===== src/rtl/stream_demux_nbit.sv =====
// Registered 1-to-CH stream demultiplexer with valid/ready handshake.
// Each lane has a one-entry output register; optional packet-locked routing.
module stream_demux_nbit #(
  parameter int unsigned N        = 8,
  parameter int unsigned CH       = 4,
  parameter int unsigned SEL_W    = 2,
  parameter int unsigned PKT_MODE = 0
) (
  input  logic              clk,
  input  logic              rst_n,
  input  logic              in_valid,
  output logic              in_ready,
  input  logic [N-1:0]      in_data,
  input  logic [SEL_W-1:0]  in_sel,
  input  logic              in_last,
  output logic [CH-1:0]     out_valid,
  input  logic [CH-1:0]     out_ready,
  output logic [CH*N-1:0]   out_data,
  output logic [15:0]       drop_cnt,
  output logic              busy
);

  localparam int unsigned DW    = CH * N;
  localparam int unsigned CNT_W = 16;

  typedef enum logic {
    S_IDLE   = 1'b0,
    S_LOCKED = 1'b1
  } state_e;

  state_e             state_q, state_d;
  logic [SEL_W-1:0]   lk_q, lk_d;
  logic [CH-1:0]      valid_q, valid_d;
  logic [DW-1:0]      data_q, data_d;
  logic [CNT_W-1:0]   drop_q, drop_d;

  logic [SEL_W-1:0]   tgt;
  logic               tgt_ok;
  logic               sel_ready;
  logic               accept;
  logic [CH-1:0]      wr;

  // Target resolution and handshake; only the targeted lane gates in_ready.
  always_comb begin
    tgt       = (state_q == S_LOCKED) ? lk_q : in_sel;
    tgt_ok    = (32'(tgt) < CH);
    sel_ready = 1'b0;
    for (int k = 0; k < int'(CH); k++) begin
      if (tgt == SEL_W'(k)) sel_ready = ~valid_q[k] | out_ready[k];
    end
    in_ready = tgt_ok ? sel_ready : 1'b1;
    accept   = in_valid & in_ready;
    wr       = '0;
    for (int k = 0; k < int'(CH); k++) begin
      wr[k] = accept & (tgt == SEL_W'(k));
    end
  end

  // Next-state: lane registers, drop counter, packet lock.
  always_comb begin
    valid_d = valid_q;
    data_d  = data_q;
    drop_d  = drop_q;
    state_d = state_q;
    lk_d    = lk_q;

    for (int k = 0; k < int'(CH); k++) begin
      if (wr[k]) begin
        valid_d[k]        = 1'b1;
        data_d[k*N +: N]  = in_data;
      end else if (valid_q[k] & out_ready[k]) begin
        valid_d[k] = 1'b0;
      end
    end

    if (accept && !tgt_ok && (drop_q != 16'hFFFF)) drop_d = drop_q + 16'd1;

    if ((PKT_MODE != 0) && accept) begin
      case (state_q)
        S_IDLE: begin
          if (!in_last) begin
            state_d = S_LOCKED;
            lk_d    = in_sel;
          end
        end
        S_LOCKED: begin
          if (in_last) state_d = S_IDLE;
        end
        default: state_d = S_IDLE;
      endcase
    end
  end

  always_ff @(posedge clk or negedge rst_n) begin
    if (!rst_n) begin
      state_q <= S_IDLE;
      lk_q    <= '0;
      valid_q <= '0;
      data_q  <= '0;
      drop_q  <= '0;
    end else begin
      state_q <= state_d;
      lk_q    <= lk_d;
      valid_q <= valid_d;
      data_q  <= data_d;
      drop_q  <= drop_d;
    end
  end

  assign out_valid = valid_q;
  assign out_data  = data_q;
  assign drop_cnt  = drop_q;
  assign busy      = (state_q == S_LOCKED);

endmodule


===== config.mk =====
export PLATFORM = sky130hd
export DESIGN_NAME = stream_demux_nbit
export DESIGN_NICKNAME = d
export VERILOG_FILES = /design/src/rtl/stream_demux_nbit.sv
export SDC_FILE = /design/constraint.sdc
export NUM_CORES = 1
export LEC_CHECK = 0
export ABC_AREA = 1
export BUFFER_PORTS_ARGS = -buffer_cell sky130_fd_sc_hd__buf_2
export CORE_ASPECT_RATIO = 1.5
export CORE_UTILIZATION = 42
export CTS_BUF_LIST = sky130_fd_sc_hd__clkbuf_16
export DETAILED_ROUTE_END_ITERATION = 7
export PLACE_DENSITY = 0.81
export SYNTH_ARGS = -nofsm -noshare
export SYNTH_HDL_FRONTEND = slang
export SYNTH_SLANG_ARGS = --single-unit

===== constraint.sdc =====
create_clock -name clk -period 1.23 [get_ports clk]
set_input_delay 0.246 -clock clk [delete_from_list [all_inputs] [get_ports clk]]
set_output_delay 0.246 -clock clk [all_outputs]
set_load 0.02 [all_outputs]

==> results_dict.tcl, run 1 <==
set metrics [dict create \
    status "finished with violations" \
    failed_checks "negative hold slack, negative setup slack" \
    nets 271 \
    drv_cap 0 \
    required_ps 980 \
    ir_drop_v 0.00102 \
    grt_max_degree 37 \
    cts.sinks 36 \
    hold_class "in2async" \
    avgSynthCellArea_sq_um 9.03 \
    synth_cell_type_count 16 \
    routedWlPerCell_um 13.4 \
    num_rows 27 \
    place.gp.congestion 0.784 \
    die_y_um 79.6 \
    die-area_sq_mm 0.00428 \
    io_pins 72 \
    slew_violations 0 \
    synth.yosys.seq_area_share_pct 53.4 \
    max_stage_delay_ps 400 \
    grt_pass1_vias 1390 \
    min_period_ps 1410 \
    timing.hold.ws_ps -3.38 \
    endpoint_kind "output port" \
    totalWireLength_um 3980 \
    grt_overflow 0 \
    rsz0062_at_grt "true" \
    cts_tree "built" \
    cts_hold_buffers 0 \
    n_antenna_cell 0 \
    critPathKind "reg2out" \
    clock.fmax_ghz 0.711 \
    cts_made_buffers 5 \
    viasPerCell 4.99 \
    insertion_delay_ps 270 \
    clockRootBuffer "clkbuf_16" \
    arrival_ps 1160 \
    vias 1481 \
    htree_levels 2 \
    yosysWarnings 0 \
    syn2layout_area_growth_pct 28.9 \
    dpl.hpwl_um 2820 \
    coreArea_sq_mm 0.00375 \
    clk_path_buf_depth 2 \
    skew_ps 1.63 \
    crit_chain "inv_2 -> nor2_1 -> nand2_1 -> nand2_2 -> nor2_4 -> buf_6" \
    pre_cts_ws_ps -156 \
    drc 0 \
    power_density_mw_per_mm2 1680 \
    firstDrtPassIters 4 \
    antenna_found_initial 0 \
    start_kind "flip-flop" \
    drt_iter0_markers 43 \
    finalSetupViolCount 37 \
    die_w_um 53.8 \
    crit_path_max_fanout 2 \
    syn_inst 187 \
    post-route-period-util_pct 114 \
    path_buf_inv 2 \
    start_util_pct 45.0 \
    grtUsageTotal_pct 21.1 \
    cpMaxStageDelayCell "dfrtp_2" \
    grt_pass1_wl_um 6500 \
    p_leak_nw 1.22 \
    ant_nets 0 \
    ys_ff_latch 36 \
    hold_viol 8 \
    clk_pin_slew_worst_paths_ps 50 \
    setup_slack_ps -176 \
    final_cells 297 \
    port_buffers 53 \
    synthesis.area_sq_mm 0.00169 \
    crit_family "flip-flops" \
    drive_gt1_share_pct 36.2 \
    place_inst 287 \
]
worst register-to-register path, delay by kind of cell (launching register included):
kind | cells | cell delay, ps
AND/OR/NAND/NOR | 6 | 490
buffers and inverters | 3 | 400
flip-flops | 1 | 400
synth_stat cells:
| library cell | n | area share, % |
|---|---|---|
| nand2_1 | 71 | 16 |
| dfrtp_1 | 36 | 53 |
| nand4_1 | 32 | 12 |
| buf_4 | 17 | 7.6 |
| inv_1 | 6 | 1.3 |
| nand3_2 | 4 | 2.4 |
| nor2_1 | 4 | 0.89 |
| o21ai_0 | 4 | 1.2 |
| clkbuf_8 | 3 | 2.4 |
| nor2_2 | 3 | 1.1 |
| buf_1 | 2 | 0.44 |
| buf_2 | 1 | 0.30 |
| clkbuf_1 | 1 | 0.22 |
| conb_1 | 1 | 0.22 |
| inv_2 | 1 | 0.22 |
| nor2_4 | 1 | 0.67 |
layout by cell type (no fill, tap or decap):
cell,n
nand2_1,69
buf_2,52
nand4_1,32
dfrtp_1,32
conb_1,17
buf_4,13
inv_2,5
clkbuf_16,5
inv_1,4
nor2_2,4
nand3_4,4
o21ai_0,4
dfrtp_2,4
nor2_1,3
nand2_2,2
buf_6,2
nor2_4,1
clkinv_1,1
power breakdown:
part           leakage, nW  internal (W)  switching [W]  total, W
logic                0.700      0.000314       0.000668  0.000982
registers            0.447       0.00140       0.000107   0.00151
clock network       0.0738      0.000727       0.000427   0.00115
total                 1.22       0.00244        0.00120   0.00365
cells by family (layout without fill, tap and decap cells):
| group | after synthesis | count (layout) | share of synthesized area [%] |
|---|---|---|---|
| simple gates | 115 | 115 | 32.7 |
| flops | 36 | 36 | 53.4 |
| buf+inv | 31 | 82 | 12.5 |
| compound gates | 4 | 4 | 1.19 |
| other cells | 1 | 17 | 0.222 |
registers in the layout (all words and copies together) (netlist names):
signal     count
out_data      32
out_valid      4
metal layers:
layer,GRT usage [%],share of wire (%),wire (um)
met1,27.5,41,1640
met2,32.3,50,2000
met3,4.76,6.2,245
met4,10.0,2.4,97
met5,0,0,0
cell type report:
cell class / count / area [sq um]
Tap cell: 43 / 53.8
Multi-Input combinational cell: 136 / 673
Clock buffer: 5 / 125
Fill cell: 341 / 1570
Inverter: 7 / 26.3
Timing Repair Buffer: 67 / 380
Sequential cell: 36 / 906
Clock inverter: 3 / 11.3
path summary, 6_finish.rpt:
kind / startpoint / endpoint / slack (ps) / cells past startpoint
worst max register to register: out_valid[0]$_DFFE_PN0P_ / out_data[7]$_DFFE_PN0P_ / -120 / 9
worst max-delay path: out_valid[0]$_DFFE_PN0P_ / in_ready / -180 / 6
max in group asynchronous: rst_n / out_valid[1]$_DFFE_PN0P_ / 890 / 2
worst min register to register: out_data[29]$_DFFE_PN0P_ / out_data[29]$_DFFE_PN0P_ / 460 / 2
min in group clk: out_ready[1] / out_valid[1]$_DFFE_PN0P_ / 170 / 2
worst min-delay path: rst_n / out_data[26]$_DFFE_PN0P_ / -3 / 2
through the flow:
| step | setup TNS, ps | utilization, % | total power [W] | area [sq um] |
|---|---|---|---|---|
| 2_1_floorplan | -2660 | - | 0.00216 | 1760 |
| 3_3_place_gp | -3210 | 52.8 | 0.00247 | 1980 |
| 3_5_place_dp | -4690 | 52.8 | 0.00249 | 1980 |
| 4_1_cts | -5240 | 56.9 | 0.00367 | 2130 |
| 5_1_grt | -6870 | 58.0 | 0.00383 | 2180 |
| 6_report | -3190 | 58.0 | 0.00365 | 2180 |
timing repair:
| item | 4_1_cts | 5_1_grt |
|---|---|---|
| pin swaps | 2 | 3 |
| endpoints found under the setup margin | 37 | 37 |
| buffers inserted | 1 | 1 |
| resized for setup | 6 | 5 |
No activity file was read; power rests on OpenSTA's default activity.
==> run 2: changes to the inputs <==
--- a/config.mk
+++ b/config.mk
@@ -7,11 +7,10 @@
 export LEC_CHECK = 0
 export ABC_AREA = 1
 export BUFFER_PORTS_ARGS = -buffer_cell sky130_fd_sc_hd__buf_2
-export CORE_ASPECT_RATIO = 1.5
 export CORE_UTILIZATION = 42
 export CTS_BUF_LIST = sky130_fd_sc_hd__clkbuf_16
 export DETAILED_ROUTE_END_ITERATION = 7
-export PLACE_DENSITY = 0.81
+export PLACE_DENSITY = 0.75
 export SYNTH_ARGS = -nofsm -noshare
 export SYNTH_HDL_FRONTEND = slang
 export SYNTH_SLANG_ARGS = --single-unit
==> results_dict.tcl, run 2 (synthesis gave the netlist of run 1 again) <==
set metrics [dict create \
    die_w_um 65.4 \
    critPathKind "reg2out" \
    drv_cap 0 \
    arrival_ps 1170 \
    reg2regPathDepth 9 \
    num_rows 22 \
    power_density_mw_per_mm2 1660 \
    start_kind "flip-flop" \
    grt_pass1_vias 1348 \
    min_period_ps 1410 \
    layout_commonest_cell "nand2_1" \
    hold_class "in2reg" \
    slew_violations 0 \
    max_stage_delay_ps 400 \
    crit_chain "inv_2 -> nor2_1 -> nand2_1 -> nand2_2 -> nor2_4 -> buf_6" \
    grt_pass1_wl_um 6240 \
    clockRootBuffer "clkbuf_16" \
    vias 1481 \
    post-route-util_pct 59.4 \
    endpoint_kind "output port" \
    crit_family "flip-flops" \
    skew_ps 1.45 \
    finalSetupViolCount 37 \
    rr_endpoint "out_data[11]$_DFFE_PN0P_" \
    rsz0062_at_grt "true" \
    hold_depth 2 \
    post-route-period-util_pct 115 \
    final_cell_mix "68 x nand2_1, 52 x buf_2, 32 x nand4_1, 32 x dfrtp_1, 17 x conb_1" \
    crit_path_max_fanout 2 \
    n_antenna_cell 0 \
    ant_nets 0 \
    syn2layout_area_growth_pct 31.7 \
    p_leak_nw 1.23 \
    clock.fmax_ghz 0.708 \
    place_area_sq_mm 0.00201 \
    cpMaxStageDelayCell "dfrtp_2" \
    drt_iter0_markers 67 \
    port_buffers 53 \
    nets 273 \
    grtUsageTotal_pct 20.3 \
    die-area_sq_mm 0.00428 \
    cts.sinks 36 \
    cts_tree "built" \
    drive_gt1_share_pct 37.5 \
    status "finished with violations" \
    drc 0 \
    io_pins 72 \
    insertion_delay_ps 280 \
    place.gp.congestion 0.774 \
    die_y_um 65.4 \
    routedWlPerCell_um 12.6 \
    r2r_setup_slack_ps -120 \
    place_inst 294 \
    clk_path_buf_depth 2 \
    antenna_found_initial 0 \
    required_ps 980 \
    setup_slack_ps -182 \
    hold_start "out_ready[1]" \
    final_cells 304 \
    grt_max_degree 37 \
    power_w 0.00368 \
    min_to "out_valid[1]$_DFFE_PN0P_" \
    start_util_pct 45.1 \
    r2r_start "out_valid[0]$_DFFE_PN0P_" \
    clk_pin_slew_worst_paths_ps 50 \
    cts_made_buffers 5 \
    grt_overflow 0 \
    htree_levels 2 \
    failed_checks "negative setup slack" \
    dpl.hpwl_um 2760 \
    hold_viol 0 \
    post-route-cell-area_sq_mm 0.00222 \
    timing.hold.ws_ps 150 \
    ir_drop_v 0.000808 \
    totalWireLength_um 3820 \
    firstDrtPassIters 4 \
    coreArea_sq_mm 0.00374 \
    path_buf_inv 2 \
    viasPerCell 4.87 \
    largest_reg_flops 32 \
]
==> run 2: cell count changes in the layout (fill, tap and decap cells not counted) <==
cell	delta
nand2_2	+1
nor2_2	-1
dlygate4sd3_1	+1
nor2_4	+1
buf_12	+1
inv_1	-2
nand2_1	-1
clkinv_2	+2
==> run 2: metrics by stage <==
stage                     TNS [ps]  worst slack, ps
after global placement       -5540             -168
after floorplan              -2660             -119
after global routing         -6460             -227
final                        -3430             -182
after CTS                    -5700             -184
after detailed placement     -6080             -188
==> run 2: how the worst max path moves through the flow <==
| stage | startpoint | end | slack [ps] | cells past startpoint |
|---|---|---|---|---|
| final | out_valid[0]$_DFFE_PN0P_ | in_ready | -180 | 6 |
| after global routing | out_valid[3]$_DFFE_PN0P_ | in_ready | -230 | 6 |
| after CTS | out_valid[3]$_DFFE_PN0P_ | in_ready | -180 | 6 |
| after detailed placement | out_valid[3]$_DFFE_PN0P_ | out_data[24]$_DFFE_PN0P_ | -190 | 8 |
| after global placement | out_valid[3]$_DFFE_PN0P_ | out_data[12]$_DFFE_PN0P_ | -170 | 8 |
| after floorplan | out_valid[1]$_DFFE_PN0P_ | in_ready | -120 | 6 |
==> run 2: what timing repair did <==
action | 4_1_cts | 5_1_grt
hold buffers | 1 | 0
pin swaps | 3 | 3
hold endpoints to repair | 36 | 0
buffers inserted | 1 | 0
gates resized for setup | 10 | 3
setup endpoints to repair | 37 | 37
==> run 2: where the power goes <==
| group | switching (W) | total, W | internal (W) |
|---|---|---|---|
| combinational | 0.000664 | 0.000988 | 0.000324 |
| sequential | 0.000113 | 0.00152 | 0.00140 |
| clock | 0.000446 | 0.00118 | 0.000734 |
==> run 2: layer usage <==
layer | part of all wire (%) | wire, um | global-route usage [%]
met3 | 7.6 | 292 | 7.81
met5 | 0 | 0 | 0
met4 | 1.7 | 66 | 8.15
met1 | 45 | 1720 | 26.4
met2 | 46 | 1740 | 30.4
==> run 2: final cells by class <==
cell class | instances | area (sq um)
Multi-Input combinational cell | 136 | 681
Tap cell | 48 | 60.1
Timing Repair Buffer | 69 | 410
Clock inverter | 3 | 13.8
Clock buffer | 5 | 125
Fill cell | 354 | 1520
Inverter | 7 | 26.3
Sequential cell | 36 | 906
==> run 2: worst register-to-register path: stages, from the launching register on <==
cell and delay, ps:
dfrtp_2 400, inv_2 50, nor2_1 40, nand2_1 70, nand2_2 70, nor2_4 130, buf_6 180, buf_4 160
nand4_1 100, nand2_1 90
